File: config.mk
export PLATFORM = sky130hd
export DESIGN_NAME = unidade_controle
export DESIGN_NICKNAME = d
export VERILOG_FILES = /design/src/rtl/cpu_defs_pkg.sv /design/src/rtl/banco_registradores.sv /design/src/rtl/unidade_controle.sv
export SDC_FILE = /design/constraint.sdc
export NUM_CORES = 1
export LEC_CHECK = 0
export ABC_CLOCK_PERIOD_IN_PS = 2200
export CORE_MARGIN = 3
export CORE_UTILIZATION = 46
export DETAILED_ROUTE_END_ITERATION = 6
export PLACE_DENSITY = 0.76
export SYNTH_ARGS = -nofsm -noshare
export SYNTH_HDL_FRONTEND = slang
export SYNTH_SLANG_ARGS = --single-unit
File: constraint.sdc
create_clock -name clk -period 2.2 [get_ports clk]
set_input_delay 0.55 -clock clk [delete_from_list [all_inputs] [get_ports clk]]
set_output_delay 0.55 -clock clk [all_outputs]
set_load 0.02 [all_outputs]
File: src/rtl/cpu_defs_pkg.sv
// Shared definitions for the control unit and the 4-bit ALU: ALU opcodes,
// control opcodes and the sequencer state encoding.
package cpu_defs;

    localparam logic [2:0] TULA_ADD = 3'b000;
    localparam logic [2:0] TULA_SUB = 3'b001;
    localparam logic [2:0] TULA_NEG = 3'b010;
    localparam logic [2:0] TULA_EQ  = 3'b011;
    localparam logic [2:0] TULA_GT  = 3'b100;
    localparam logic [2:0] TULA_LT  = 3'b101;
    localparam logic [2:0] TULA_AND = 3'b110;
    localparam logic [2:0] TULA_XOR = 3'b111;

    localparam logic [3:0] OP_LDI  = 4'h8;
    localparam logic [3:0] OP_BRT  = 4'h9;
    localparam logic [3:0] OP_JMP  = 4'hA;
    localparam logic [3:0] OP_OUT  = 4'hB;
    localparam logic [3:0] OP_HALT = 4'hF;

    typedef enum logic [2:0] {
        ST_IDLE   = 3'd0,
        ST_FETCH  = 3'd1,
        ST_DECODE = 3'd2,
        ST_EXEC   = 3'd3,
        ST_HALTED = 3'd4
    } state_t;

    // Compares report through ula_stat; every other tula reports through ula_outp.
    function automatic logic is_compare(input logic [2:0] tula);
        return (tula == TULA_EQ) || (tula == TULA_GT) || (tula == TULA_LT);
    endfunction

endpackage

File: src/rtl/banco_registradores.sv
// 4x4 register file: two combinational read ports, one synchronous write
// port, synchronous reset to zero.
module banco_registradores (
    input  logic       clk,
    input  logic       rst,
    input  logic       we,
    input  logic [1:0] waddr,
    input  logic [3:0] wdata,
    input  logic [1:0] raddr_a,
    input  logic [1:0] raddr_b,
    output logic [3:0] rdata_a,
    output logic [3:0] rdata_b
);

    logic [3:0] regs [4];

    always_ff @(posedge clk) begin
        if (rst) begin
            for (int i = 0; i < 4; i++) begin
                regs[i] <= '0;
            end
        end else if (we) begin
            regs[waddr] <= wdata;
        end
    end

    assign rdata_a = regs[raddr_a];
    assign rdata_b = regs[raddr_b];

endmodule

File: src/rtl/unidade_controle.sv
// Control-unit sequencer: fetches from a synchronous instruction memory,
// drives the ALU, and commits results to the register file and flag.
module unidade_controle
    import cpu_defs::*;
#(
    parameter int PC_W = 4
) (
    input  logic              clk,
    input  logic              rst,
    input  logic              start,
    output logic [PC_W-1:0]   imem_addr,
    input  logic [11:0]       imem_data,
    output logic signed [3:0] ula_a,
    output logic signed [3:0] ula_b,
    output logic [2:0]        ula_tula,
    input  logic signed [3:0] ula_outp,
    input  logic              ula_stat,
    output logic [3:0]        out_data,
    output logic              out_valid,
    input  logic              out_ready,
    output logic              busy,
    output logic              halted,
    output state_t            dbg_state
);

    // Output port: out_valid is held with out_data stable until a cycle where
    // out_valid && out_ready; that edge is the transfer and advances pc.

    state_t          state, state_nxt;
    logic [PC_W-1:0] pc, pc_nxt;
    logic [11:0]     ir;
    logic            flag, flag_nxt;
    logic            rf_we;
    logic [3:0]      rf_wdata;
    logic [1:0]      ra_sel;
    logic [3:0]      rf_a, rf_b;
    logic [3:0]      ir_op;

    assign ir_op = ir[11:8];

    // In DECODE the operands come straight from the memory word; in EXEC the
    // OUT instruction reads its source through the latched ir.
    assign ra_sel = (state == ST_DECODE) ? imem_data[5:4] : ir[5:4];

    banco_registradores u_rf (
        .clk     (clk),
        .rst     (rst),
        .we      (rf_we),
        .waddr   (ir[7:6]),
        .wdata   (rf_wdata),
        .raddr_a (ra_sel),
        .raddr_b (imem_data[3:2]),
        .rdata_a (rf_a),
        .rdata_b (rf_b)
    );

    always_comb begin
        state_nxt = state;
        pc_nxt    = pc;
        flag_nxt  = flag;
        rf_we     = 1'b0;
        rf_wdata  = ula_outp;
        out_valid = 1'b0;
        case (state)
            ST_IDLE: begin
                if (start) begin
                    state_nxt = ST_FETCH;
                    pc_nxt    = '0;
                end
            end
            ST_FETCH:  state_nxt = ST_DECODE;
            ST_DECODE: state_nxt = ST_EXEC;
            ST_EXEC: begin
                state_nxt = ST_FETCH;
                pc_nxt    = pc + 1'b1;
                if (!ir_op[3]) begin
                    if (is_compare(ir_op[2:0])) begin
                        flag_nxt = ula_stat;
                    end else begin
                        rf_we    = 1'b1;
                        rf_wdata = ula_outp;
                    end
                end else begin
                    case (ir_op)
                        OP_LDI: begin
                            rf_we    = 1'b1;
                            rf_wdata = ir[3:0];
                        end
                        OP_BRT: if (flag) pc_nxt = ir[PC_W-1:0];
                        OP_JMP: pc_nxt = ir[PC_W-1:0];
                        OP_OUT: begin
                            out_valid = 1'b1;
                            if (!out_ready) begin
                                state_nxt = ST_EXEC;
                                pc_nxt    = pc;
                            end
                        end
                        OP_HALT: state_nxt = ST_HALTED;
                        default: ;
                    endcase
                end
            end
            ST_HALTED: begin
                if (start) begin
                    state_nxt = ST_FETCH;
                    pc_nxt    = '0;
                end
            end
            default: state_nxt = ST_IDLE;
        endcase
    end

    always_ff @(posedge clk) begin
        if (rst) begin
            state    <= ST_IDLE;
            pc       <= '0;
            ir       <= '0;
            flag     <= 1'b0;
            ula_a    <= '0;
            ula_b    <= '0;
            ula_tula <= '0;
        end else begin
            state <= state_nxt;
            pc    <= pc_nxt;
            flag  <= flag_nxt;
            if (state == ST_DECODE) begin
                ir    <= imem_data;
                ula_a <= $signed(rf_a);
                ula_b <= $signed(rf_b);
                if (!imem_data[11]) begin
                    ula_tula <= imem_data[10:8];
                end
            end
        end
    end

    assign imem_addr = pc;
    assign out_data  = out_valid ? rf_a : 4'd0;
    assign busy      = (state == ST_FETCH) || (state == ST_DECODE) || (state == ST_EXEC);
    assign halted    = (state == ST_HALTED);
    assign dbg_state = state;

endmodule

### Yosys cells after proc, flatten, opt, wreduce, memory -nomap -nowiden

Memory sizes are Yosys's and may differ from the RTL's. A register that Yosys moved wholly into a read port is not among the register bits.
Index checks and enable logic that the tools add are counted.
Widths: inputs -> output; s select.

* register bits after elaboration: 27
* bits in latches: 0
* RAM bits: 16
* bits in read-only memories: 0
* output and inout port bits: 25
* word-level logic and storage cells: 66
* memories kept: 1

* add/sub/neg operators: 1
* $mul: 0
* divide/modulo/power cells: 0
* magnitude comparators: 0
* eq/ne operators: 14
* shift operators: 0
* mux-type cells: 31
* bitwise operators: 2
* reductions and logical operators: 11

Memory list
* u_rf.regs: words 4, width 4, rd ports 2, clocked after Yosys merged registers in 1, wr ports 4, RTL line banco_registradores.sv:15 `logic [3:0] regs [4];`

Operators by type and width (number)
* $mux 4: 9
* $eq 4x4->1 const B: 5
* $mux 1: 13
* $pmux 3 s4: 1
* $pmux 4 s3: 1
* $eq 3x2->1 const B: 3
* $eq 3x3->1 const B: 3
* $pmux 4 s2: 1
* $mux 2: 3
* $mux 3: 2
* $pmux 3 s2: 1
* $reduce_and 3->1: 2
* $add 4x1->4 const B: 1
* $logic_or 1x1->1: 4
* $ne 4x4->1 const B: 1
* $reduce_or 4->1: 1
* $eq 3x1->1 const B: 1
* $logic_not 3->1: 1
* $ne 2x1->1 const B: 1
* $not 1->1: 2
* $reduce_and 2->1: 1
* $reduce_bool 2->1: 1
* $reduce_or 2->1: 1

### Depth between registers and ports, before layout

Gate-level depths: netlist of run 1.

* word-level depth: 11
* mapped depth: 6

### By module

From an unflattened synthesis of run 1, not the netlist that was laid out.

* cell total of the unflattened synthesis: 231
* area, all modules: 2406.1 um^2

By module, submodules not included
* unidade_controle: instances 1, cells an instance 181, area an instance 1526.5 um^2
* banco_registradores: instances 1, cells an instance 50, area an instance 879.6 um^2

### Least setup slack after synthesis of run 1

OpenSTA, ideal clock, no wires.

* path type: register -> output
* start: reg state[1], in the netlist dbg_state[1]
* end: out out_data[1]
* data arrival time: 2.176 ns
* data required time: 1.650 ns
* setup slack: -0.526 ns
* stages on the path, launching flop included: 7
* buffers on the path: 2
* cell sequence: dfxtp_1 -> buf_4 -> nor3b_4 -> mux2_4 -> buf_6 -> mux2i_1 -> a221oi_1

* cells in the longest elaborated chain, start to end: 4
* elaborated cells between the ends (all ways): 6

RTL lines
* from (decl): RTL line unidade_controle.sv:29 `state_t state, state_nxt;`
* from (signal assigned): RTL line unidade_controle.sv:123 `state <= state_nxt;`
* $eq 3x2->1: RTL line unidade_controle.sv:43 `assign ra_sel = (state == ST_DECODE) ? imem_data[5:4] : ir[5:4];`
* $mux 2: RTL line unidade_controle.sv:43
* $mem_v2 4x4
* $mux 4 (*): RTL line unidade_controle.sv:138 `assign out_data = out_valid ? rf_a : 4'd0;`
* to (decl): RTL line unidade_controle.sv:18 `output logic [3:0] out_data,`

Every way passes the cells marked *; elsewhere a longest branch is shown, timed or not.

### Final worst setup path of run 1

* start: reg state[0], in the netlist dbg_state[0]
* end: out out_data[1]

The elaborated chain is that of the path after synthesis.

==> results of run 1 <==
==> cell usage in the layout, fill, tap and decap left out, types with 2 or more instances in the layout <==
master / synthesis / routed
a31oi_1: 5 / 3
a21oi_1: 24 / 24
a221oi_2: 0 / 2
o21ai_0: 4 / 4
clkdlybuf4s50_1: 0 / 38
nor2_1: 23 / 22
clkbuf_8: 0 / 5
buf_4: 1 / 36
nor3_1: 3 / 3
edfxtp_1: 16 / 16
or3_4: 1 / 2
mux2i_2: 1 / 2
a221oi_4: 0 / 2
a31oi_2: 0 / 2
nand4b_1: 2 / 2
inv_1: 6 / 5
nand2b_1: 4 / 4
mux2_2: 1 / 2
mux4_2: 4 / 4
o311ai_0: 2 / 2
nor2b_1: 2 / 2
nand2_1: 40 / 40
o221ai_1: 4 / 4
a21o_1: 5 / 5
nand3b_1: 10 / 10
clkinvlp_4: 0 / 2
o31ai_1: 3 / 3
mux2i_1: 15 / 13
buf_6: 1 / 6
dfxtp_1: 31 / 28
dfxtp_4: 0 / 3
==> registers in the layout, indices dropped and copies added (netlist names) <==
| signal | count |
|---|---|
| ula_a | 4 |
| imem_addr | 4 |
| ula_b | 4 |
| flag | 1 |
| u_rf.regs | 16 |
| ir | 12 |
| ula_tula | 3 |
| dbg_state | 3 |
==> routing by layer <==
metal  vias up  GRT usage, %
li1       1044             -
met1       996          27.1
met2        62          34.3
met3        18          3.36
met4         0          9.07
met5         -             0
==> critical path, cell delays in order (launching register included) <==
cell and delay (ns):
dfxtp_4 0.36, nor3b_4 0.32, buf_6 0.16, mux2i_4 0.34
a31oi_2 0.10, a221oi_4 0.32, buf_6 0.16
==> how the worst min path moves through the flow <==
stage	startpoint	to	slack (ns)	cells after the start
4_1_cts	ula_b[0]	ula_b[0]	0.46	2
6_report	ula_b[0]	ula_b[0]	0.46	2
3_5_place_dp	ula_b[0]	ula_b[0]	0.45	2
2_1_floorplan	ir[3]	ir[3]	0.44	2
5_1_grt	ula_b[1]	ula_b[1]	0.49	2
3_3_place_gp	ula_b[1]	ula_b[1]	0.44	2
==> logic make-up after synthesis <==
kind of cell / count (synthesis) / synth area share (%)
simple gates: 95 / 20.6
flops: 47 / 47.0
mux: 22 / 12.0
xor+xnor: 2 / 0.748
compound gates: 56 / 15.4
buf+inv: 20 / 3.74
fa+ha+maj: 1 / 0.534
==> through the flow <==
stage          utilization, %  hold slack [ns]  instances
2_1_floorplan               -            0.444        243
3_3_place_gp             64.7            0.440        372
3_5_place_dp             64.7            0.446        372
4_1_cts                  67.7            0.457        384
5_1_grt                  68.4            0.492        387
6_report                 68.4            0.458        387
==> repair_timing <==
action                                 4_1_cts  5_1_grt
cloned                                       1        0
setup buffers                                3        3
resized for setup                           36        5
pin swaps                                    3        3
setup endpoints to repair                    7        6
endpoints found under the hold margin        0        0
==> layout make-up <==
cell class	count	area, µm²	share of cell area [%]
Clock inverter	3	20.0	0.608
Multi-Input combinational cell	177	1250	37.9
Inverter	6	22.5	0.684
Clock buffer	5	68.8	2.09
Timing Repair Buffer	82	737	22.4
Sequential cell	47	1110	33.8
Tap cell	67	83.8	2.54
==> power by group <==
group,switching [µW],internal (µW),total [µW]
combinational,148,151,299
clock,294,220,514
sequential,22.1,922,944
==> flow_summary_export.csv, run 1 <==
group,metric,value,unit
synth,synth_top_area_share,26.5,%
sta,timing.final.crit_share,118,%
floorplan,placementRows,25,
synth,synth_area_leaders,"dfxtp_1, edfxtp_1, mux2i_1",
critical_path,start_kind,"flop",
final_layout,fillers,404,
global_routing,maximum_number_of_pins_on_one_net_before_global_route_repair,25,
synth,synth.yosys.warnings,0,
sta,worst_pin_slew,0.423,ns
critical_path,worst-path-max-fanout,8,
routing,detail_route.iter0.violations,148,
synth,post-synth-top-count-cell,"nand2_1",
clock_network,clock_insertion_delay_at_the_later_pin_of_the_skew_report,0.30,ns
sta,setup_viol,5,
routing,drt-vias-per-instance,5.48,
synth,synth_area_per_cell,9.64,µm²
routing,ant_nets,0,
synth,number_of_distinct_library_cell_variants_in_the_gate_level_netlist_after_synthesis,45,
synth,ys_seq_area_share,47.0,%
critical_path,timing.critical_path.from,"dbg_state[0]",
job,max_cap_viol,0,
power_and_ir_drop,p_leak,0.00120,µW
global_routing,number_of_antenna_violations_at_the_first_check_in_global_routing,0,
power_and_ir_drop,p_total,1760,µW
sta,slew_viol_final,0,
status,violations,"setup timing",
synth,synth_edf_count,16,
sta,period_needed,2.60,ns
synth,synthCells,243,
placed_design,place_congestion,0.868,
sta,postLayoutSetupSlackWorst,-0.400,ns
critical_path,timing.reg2reg.worst_path_depth,7,
routing,dr.max_layer_used,"met4",
status,run_status,"finished, violations left",
routing,met3_length,282,µm
sta,hold_viol_final,0,
final_layout,drive_above_1_share,23.8,%
floorplan,die_height,77.4,µm
critical_path,timing.reg2reg.setup_slack,0.21,ns
placed_design,hpwlAfterDp,4510,µm
global_routing,grt_pass1_wl,10000,µm
routing,detail_route.wirelength.met1,2790,µm
final_layout,finalNetCount,341,
synth,post_synth_instance_area,0.00234,mm²
sta,max_freq,0.385,GHz
power_and_ir_drop,irDropWorstVdd,0.451,mV
clock_network,clock_tree.htree_level_count,2,
clock_network,clock-root-buffer,"clkbuf_8",
critical_path,timing.critical_path.to,"out_data[1]",
floorplan,core_area,0.00482,mm²
global_routing,via_count_of_the_first_global_routing_pass,2069,
final_layout,antenna_cells_inserted,0,
placed_design,dpl-instance-area,0.00312,mm²
clock_network,total_number_of_clock_tree_sinks,47,
floorplan,initial_core_util,48.6,%
synth,dominantRegCellSynth,"dfxtp_1",
power_and_ir_drop,power.density,534,mW/mm²
sta,rsz_0062_raised_after_global_routing,"true",
critical_path,reg2reg_from,"dbg_state[2]",
synth,library_cell_with_the_largest_summed_area_after_synthesis,"dfxtp_1",
global_routing,overflow,0,
synth,synth_seq_cells,47,
floorplan,io_pins,46,
sta,timing.max_slew.rel_slack,71.7,%
synth,syn-num-nets,265,
routing,detail_route.drc_violations,0,
critical_path,worst-endpoint-arrival,2.05,ns
floorplan,die_outline_area,0.00599,mm²
worst_hold_path,timing.hold.worst.class,"reg2reg",
global_routing,grt_usage,20.8,%
critical_path,end_kind,"primary output",
sta,final.setup.tns,-1.55,ns
sta,final.setup_skew,0.00968,ns
synth,synth_commonest_cells,"nand2_1, dfxtp_1, a21oi_1, nor2_1, edfxtp_1",
synth,synthArstFlopShare,0,%
critical_path,worst-endpoint-required,1.65,ns
routing,dr_total_vias,2120,
clock_network,cts_made_buffers,5,
routing,routed_met2_length,2800,µm
clock_network,cts.clk_slew.worst_paths,0.09,ns
placed_design,pre_cts_slack,-0.811,ns
routing,drt-pass1-iter-count,4,
clock_network,clk_path_buf_depth,2,
floorplan,floorplan_die_width,77.4,µm
final_layout,finalInstanceArea,0.00329,mm²
routing,wl_per_cell,15.7,µm
final_layout,area.growth.synth_to_final,40.6,%
clock_network,count_of_hold_fix_buffers_inserted_at_cts,0,
critical_path,timing_worst_setup_path_type,"reg2out",
placed_design,port_buffers,45,
routing,final_wirelength,6070,µm
clock_network,tritoncts,"built",
critical_path,rr_endpoint,"u_rf.regs[2][1]",
Note: power is estimated with default switching activity, not from simulation.
==> inputs of run 2 (changes only) <==
--- a/config.mk
+++ b/config.mk
@@ -6,7 +6,7 @@
 export NUM_CORES = 1
 export LEC_CHECK = 0
 export ABC_CLOCK_PERIOD_IN_PS = 2200
-export CORE_MARGIN = 3
+export CORE_MARGIN = 2
 export CORE_UTILIZATION = 46
 export DETAILED_ROUTE_END_ITERATION = 6
 export PLACE_DENSITY = 0.76
==> flow_summary_export.csv, run 2 (same netlist as run 1, synthesis figures left out) <==
group,metric,value,unit
sta,hold_viol_final,0,
placed_design,hpwlAfterDp,4340,µm
global_routing,use_met1,29.7,%
floorplan,io_pins,46,
final_layout,antenna_cells_inserted,0,
final_layout,layout.cells.most_common_list,"nand2_1, clkdlybuf4s50_1, buf_4",
power_and_ir_drop,power.combinational.fraction,15.7,%
global_routing,grt_pass1_wl,9670,µm
worst_hold_path,timing.hold.worst.class,"reg2reg",
global_routing,grt_busiest_layer,"met2",
critical_path,end_kind,"primary output",
global_routing,gr-usage-met3,3.04,%
floorplan,die_height,75.4,µm
clock_network,clock_insertion_delay_at_the_later_pin_of_the_skew_report,0.31,ns
global_routing,number_of_antenna_violations_at_the_first_check_in_global_routing,0,
placed_design,place_congestion,0.928,
worst_hold_path,timing.hold.worst_endpoint,"ula_b[0]",
routing,detail_route.iter0.violations,163,
power_and_ir_drop,p_sw,481,µW
sta,postLayoutSetupSlackWorst,-0.383,ns
final_layout,largest_reg_by_ff_count,"u_rf.regs",
global_routing,overflow,0,
critical_path,worst-endpoint-required,1.65,ns
sta,period_needed,2.58,ns
sta,setup_viol,5,
final_layout,reg_top3,"u_rf.regs x16, ir x12",
power_and_ir_drop,p_total,1900,µW
sta,fin_worst_hold_slack,0.461,ns
power_and_ir_drop,power.internal,1420,µW
clock_network,tritoncts,"built",
power_and_ir_drop,power.sequential.fraction,49.8,%
power_and_ir_drop,clock_power_share,34.5,%
floorplan,placementRows,25,
clock_network,cts.clk_slew.worst_paths,0.09,ns
clock_network,count_of_hold_fix_buffers_inserted_at_cts,0,
placed_design,cell_count_post_placement,372,
sta,final.setup.tns,-1.33,ns
critical_path,worst-path-max-fanout,6,
status,violations,"setup timing",
critical_path,timing.reg2reg.setup_slack,0.15,ns
worst_hold_path,timing.hold.worst_path_depth,2,
floorplan,floorplan_die_width,75.4,µm
floorplan,initial_core_util,48.6,%
critical_path,worst-endpoint-arrival,2.03,ns
final_layout,fillers,396,
floorplan,die_outline_area,0.00568,mm²
routing,detail_route.drc_violations,0,
job,max_cap_viol,0,
clock_network,clock_tree.htree_level_count,2,
final_layout,drive_above_1_share,22.8,%
status,run_status,"finished, violations left",
final_layout,area.growth.synth_to_final,40.1,%
floorplan,core_area,0.00482,mm²
critical_path,timing.reg2reg.worst_path_depth,6,
final_layout,layout_commonest_cell,"nand2_1",
global_routing,grt_util_met2,37.1,%
critical_path,reg2reg_from,"dbg_state[2]",
critical_path,timing_worst_setup_path_type,"reg2out",
final_layout,finalInstanceArea,0.00328,mm²
sta,slew_viol_final,0,
placed_design,port_buffers,45,
critical_path,start_kind,"flop",
routing,drt-vias-per-instance,5.55,
routing,wl_per_cell,16.0,µm
power_and_ir_drop,power.density,578,mW/mm²
final_layout,largest_register_ff_count,16,
worst_hold_path,hp-start,"ula_b[0]",
clock_network,clk_path_buf_depth,2,
sta,rsz_0062_raised_after_global_routing,"true",
routing,final_wirelength,6110,µm
power_and_ir_drop,irDropWorstVdd,0.356,mV
routing,dr_total_vias,2124,
global_routing,grt_usage,22.6,%
global_routing,maximum_number_of_pins_on_one_net_before_global_route_repair,25,
placed_design,dpl-instance-area,0.00312,mm²
clock_network,clock-root-buffer,"clkbuf_8",
clock_network,total_number_of_clock_tree_sinks,47,
sta,timing.final.crit_share,117,%
sta,final.setup_skew,0.00856,ns
final_layout,finalNetCount,337,
final_layout,layoutNonFillerInstCount,383,
critical_path,rr_endpoint,"u_rf.regs[2][0]",
sta,max_freq,0.387,GHz
global_routing,via_count_of_the_first_global_routing_pass,2041,
power_and_ir_drop,p_leak,0.00120,µW
clock_network,cts_made_buffers,5,
sta,worst_pin_slew,0.394,ns
sta,timing.max_slew.rel_slack,73.0,%
routing,ant_nets,0,
routing,drt-pass1-iter-count,5,
power_and_ir_drop,power.share.switching,25.3,%
[run 2: per-layer routing]
| layer | wire length (µm) | vias to the layer above | share of wire [%] |
|---|---|---|---|
| met4 | 120 | 0 | 2.0 |
| li1 | - | 1026 | - |
| met5 | 0 | - | 0 |
| met2 | 2970 | 73 | 49 |
| met3 | 335 | 12 | 5.5 |
| met1 | 2690 | 1013 | 44 |
[run 2: layout make-up]
cell class / instances / area (µm²) / share of cell area [%]
timing repair buffer: 79 / 709 / 21.6
inverter: 6 / 22.5 / 0.686
multi-input combinational: 176 / 1240 / 37.8
clock buffer: 5 / 68.8 / 2.10
clock inverter: 3 / 47.5 / 1.45
tap: 67 / 83.8 / 2.55
sequential: 47 / 1110 / 33.8
[run 2: worst max-delay path, stage by stage (launching register included)]
cell      delay, ns
dfxtp_2        0.34
nor3b_4        0.29
mux2_4         0.39
mux2i_1        0.21
a221oi_2       0.30
buf_4          0.20
[run 2: worst max path at each step]
stage,start,cells past startpoint,slack (ns),endpoint
2_1_floorplan,dbg_state[0],6,-0.24,out_data[1]
3_3_place_gp,imem_data[5],5,-0.75,out_data[1]
3_5_place_dp,imem_data[5],5,-0.82,out_data[2]
4_1_cts,dbg_state[2],5,-0.32,out_data[2]
5_1_grt,dbg_state[2],6,-0.44,out_data[0]
6_report,dbg_state[2],5,-0.38,out_data[0]
[run 2: power groups by stage]
stage	sequential, µW	combinational [µW]	clock [µW]
floorplan	969	147	0
global placement	963	280	0
detailed placement	964	286	0
CTS	944	294	660
global route	948	318	692
finish	945	298	655
[run 2: repair_timing]
| action | in CTS | in global routing |
|---|---|---|
| resized for setup | 38 | 2 |
| pin swaps | 4 | 0 |
| setup endpoints to repair | 7 | 7 |
| setup buffers | 3 | 0 |
[run 2: per-stage QoR]
stage / utilization [%] / setup slack, ns
CTS: 68.1 / -0.320
global placement: 64.7 / -0.752
floorplan: - / -0.235
finish: 68.2 / -0.383
global route: 68.2 / -0.436
detailed placement: 64.7 / -0.815
==> inputs of run 3 (changes only) <==
--- a/config.mk
+++ b/config.mk
@@ -13,3 +13,4 @@
 export SYNTH_ARGS = -nofsm -noshare
 export SYNTH_HDL_FRONTEND = slang
 export SYNTH_SLANG_ARGS = --single-unit
+export TNS_END_PERCENT = 30
==> flow_summary_export.csv, run 3 (same netlist as run 1, synthesis figures left out) <==
group,metric,value,unit
critical_path,worstPathBufferInverterCount,1,
critical_path,start_kind,"flop",
floorplan,placementRows,25,
power_and_ir_drop,power.density,578,mW/mm²
floorplan,io_pins,46,
sta,setup_viol,5,
critical_path,worst-path-max-fanout,6,
placed_design,place_congestion,0.928,
worst_hold_path,hp-start,"ula_b[0]",
critical_path,rr_endpoint,"u_rf.regs[2][0]",
power_and_ir_drop,irDropWorstVdd,0.356,mV
sta,timing.max_slew.rel_slack,70.6,%
sta,rsz_0062_raised_after_global_routing,"true",
power_and_ir_drop,clock_power_share,34.5,%
job,max_cap_viol,0,
routing,detail_route.iter0.violations,164,
placed_design,dpl-instance-area,0.00312,mm²
critical_path,timing_worst_setup_path_type,"reg2out",
critical_path,critPathSlowestCell,"mux2_4",
floorplan,floorplan_die_width,75.4,µm
final_layout,layout_commonest_cell,"nand2_1",
floorplan,core_area,0.00482,mm²
final_layout,reg_top3,"u_rf.regs x16, ir x12",
sta,slew_viol_final,0,
final_layout,finalNetCount,337,
sta,fin_worst_hold_slack,0.463,ns
clock_network,cts.clk_slew.worst_paths,0.09,ns
routing,dr_total_vias,2113,
final_layout,largest_register_ff_count,16,
power_and_ir_drop,power.internal,1420,µW
worst_hold_path,timing.hold.worst_path_depth,2,
critical_path,crit_family,"multiplexers",
power_and_ir_drop,power.combinational.fraction,15.7,%
sta,worst_pin_slew,0.439,ns
placed_design,port_buffers,45,
final_layout,drive_above_1_share,22.8,%
critical_path,end_kind,"primary output",
critical_path,max_stage_delay,0.39,ns
final_layout,regArea,0.00111,mm²
critical_path,timing.reg2reg.worst_path_depth,6,
worst_hold_path,timing.hold.worst_endpoint,"ula_b[0]",
final_layout,area.growth.synth_to_final,40.1,%
sta,postLayoutSetupSlackWorst,-0.381,ns
placed_design,hpwlAfterDp,4340,µm
routing,ant_nets,0,
power_and_ir_drop,p_total,1900,µW
clock_network,count_of_hold_fix_buffers_inserted_at_cts,0,
routing,drt-vias-per-instance,5.52,
sta,max_freq,0.387,GHz
critical_path,timing.reg2reg.setup_slack,0.15,ns
clock_network,total_number_of_clock_tree_sinks,47,
global_routing,grt_pass1_wl,9670,µm
sta,period_needed,2.58,ns
final_layout,finalInstanceArea,0.00328,mm²
global_routing,grt_usage,22.6,%
final_layout,postLayoutCoreUtil,68.2,%
status,violations,"setup timing",
sta,timing.final.crit_share,117,%
critical_path,worst-endpoint-arrival,2.03,ns
floorplan,initial_core_util,48.6,%
placed_design,pre_cts_slack,-0.815,ns
power_and_ir_drop,p_sw,480,µW
clock_network,clock_insertion_delay_at_the_later_pin_of_the_skew_report,0.31,ns
global_routing,via_count_of_the_first_global_routing_pass,2036,
routing,drt-pass1-iter-count,4,
routing,wl_per_cell,15.9,µm
clock_network,cts_made_buffers,5,
final_layout,antenna_cells_inserted,0,
global_routing,maximum_number_of_pins_on_one_net_before_global_route_repair,25,
power_and_ir_drop,power.sequential.fraction,49.8,%
sta,final.setup_skew,0.00872,ns
clock_network,clock-root-buffer,"clkbuf_8",
final_layout,fillers,396,
global_routing,number_of_antenna_violations_at_the_first_check_in_global_routing,0,
critical_path,worst-endpoint-required,1.65,ns
sta,hold_viol_final,0,
power_and_ir_drop,power.share.switching,25.3,%
routing,detail_route.drc_violations,0,
floorplan,die_outline_area,0.00568,mm²
clock_network,tritoncts,"built",
critical_path,reg2reg_from,"dbg_state[2]",
clock_network,clk_path_buf_depth,2,
final_layout,largest_reg_by_ff_count,"u_rf.regs",
status,run_status,"finished, violations left",
worst_hold_path,timing.hold.worst.class,"reg2reg",
global_routing,overflow,0,
power_and_ir_drop,p_leak,0.00120,µW
routing,final_wirelength,6110,µm
final_layout,layout.cells.most_common_list,"nand2_1, clkdlybuf4s50_1, buf_4",
critical_path,worstPathCellList,"nor3b_4 > mux2_4 > mux2i_1 > a221oi_2 > buf_4",
clock_network,clock_tree.htree_level_count,2,
floorplan,die_height,75.4,µm
final_layout,multi_input_comb_area,0.00124,mm²
==> run 3: worst register-to-register path: cells and delay by family, from the launching register on <==
kind | cells | cell delay, ns
and+or+nand+nor | 3 | 0.80
muxes | 1 | 0.35
DFF | 1 | 0.34
buffers and inverters | 2 | 0.31
==> run 3: power groups by stage <==
| stage | clock, µW | sequential, µW | combinational [µW] |
|---|---|---|---|
| floorplan | 0 | 969 | 147 |
| global placement | 0 | 963 | 280 |
| detailed placement | 0 | 964 | 286 |
| CTS | 660 | 944 | 294 |
| global route | 692 | 948 | 318 |
| finish | 655 | 945 | 297 |
==> run 3: final cells by class <==
type	instances	share of cell area, %
sequential	47	33.8
multi-input combinational	176	37.8
clock buffer	5	2.10
inverter	6	0.686
tap	67	2.55
clock inverter	3	1.45
timing repair buffer	79	21.6
==> run 3: how the worst max path moves through the flow <==
stage                       from           to  slack [ns]  cells after the start
finish              dbg_state[2]  out_data[0]       -0.38                      5
global route        dbg_state[2]  out_data[0]       -0.44                      6
CTS                 dbg_state[2]  out_data[2]       -0.32                      5
detailed placement  imem_data[5]  out_data[2]       -0.82                      5
global placement    imem_data[5]  out_data[1]       -0.75                      5
floorplan           dbg_state[0]  out_data[1]       -0.24                      6
==> run 3: metal layers <==
metal / track usage, % / vias up / wire length (µm)
met5: 0 / - / 0
li1: - / 1027 / -
met4: 10.5 / 0 / 105
met3: 3.04 / 10 / 446
met2: 37.1 / 96 / 2980
met1: 29.7 / 980 / 2570
==> run 3: timing repair <==
| item | in CTS | in global routing |
|---|---|---|
| endpoints found under the hold margin | 0 | 0 |
| endpoints found under the setup margin | 7 | 7 |
| buffers inserted | 3 | 0 |
| pin swaps | 4 | 0 |
| gates resized for setup | 38 | 2 |
==> run 3: metrics by stage <==
stage,TNS [ns],std cells
6_report,-1.32,383
5_1_grt,-1.66,383
4_1_cts,-1.28,383
3_5_place_dp,-3.46,372
3_3_place_gp,-3.31,372
2_1_floorplan,-0.917,243
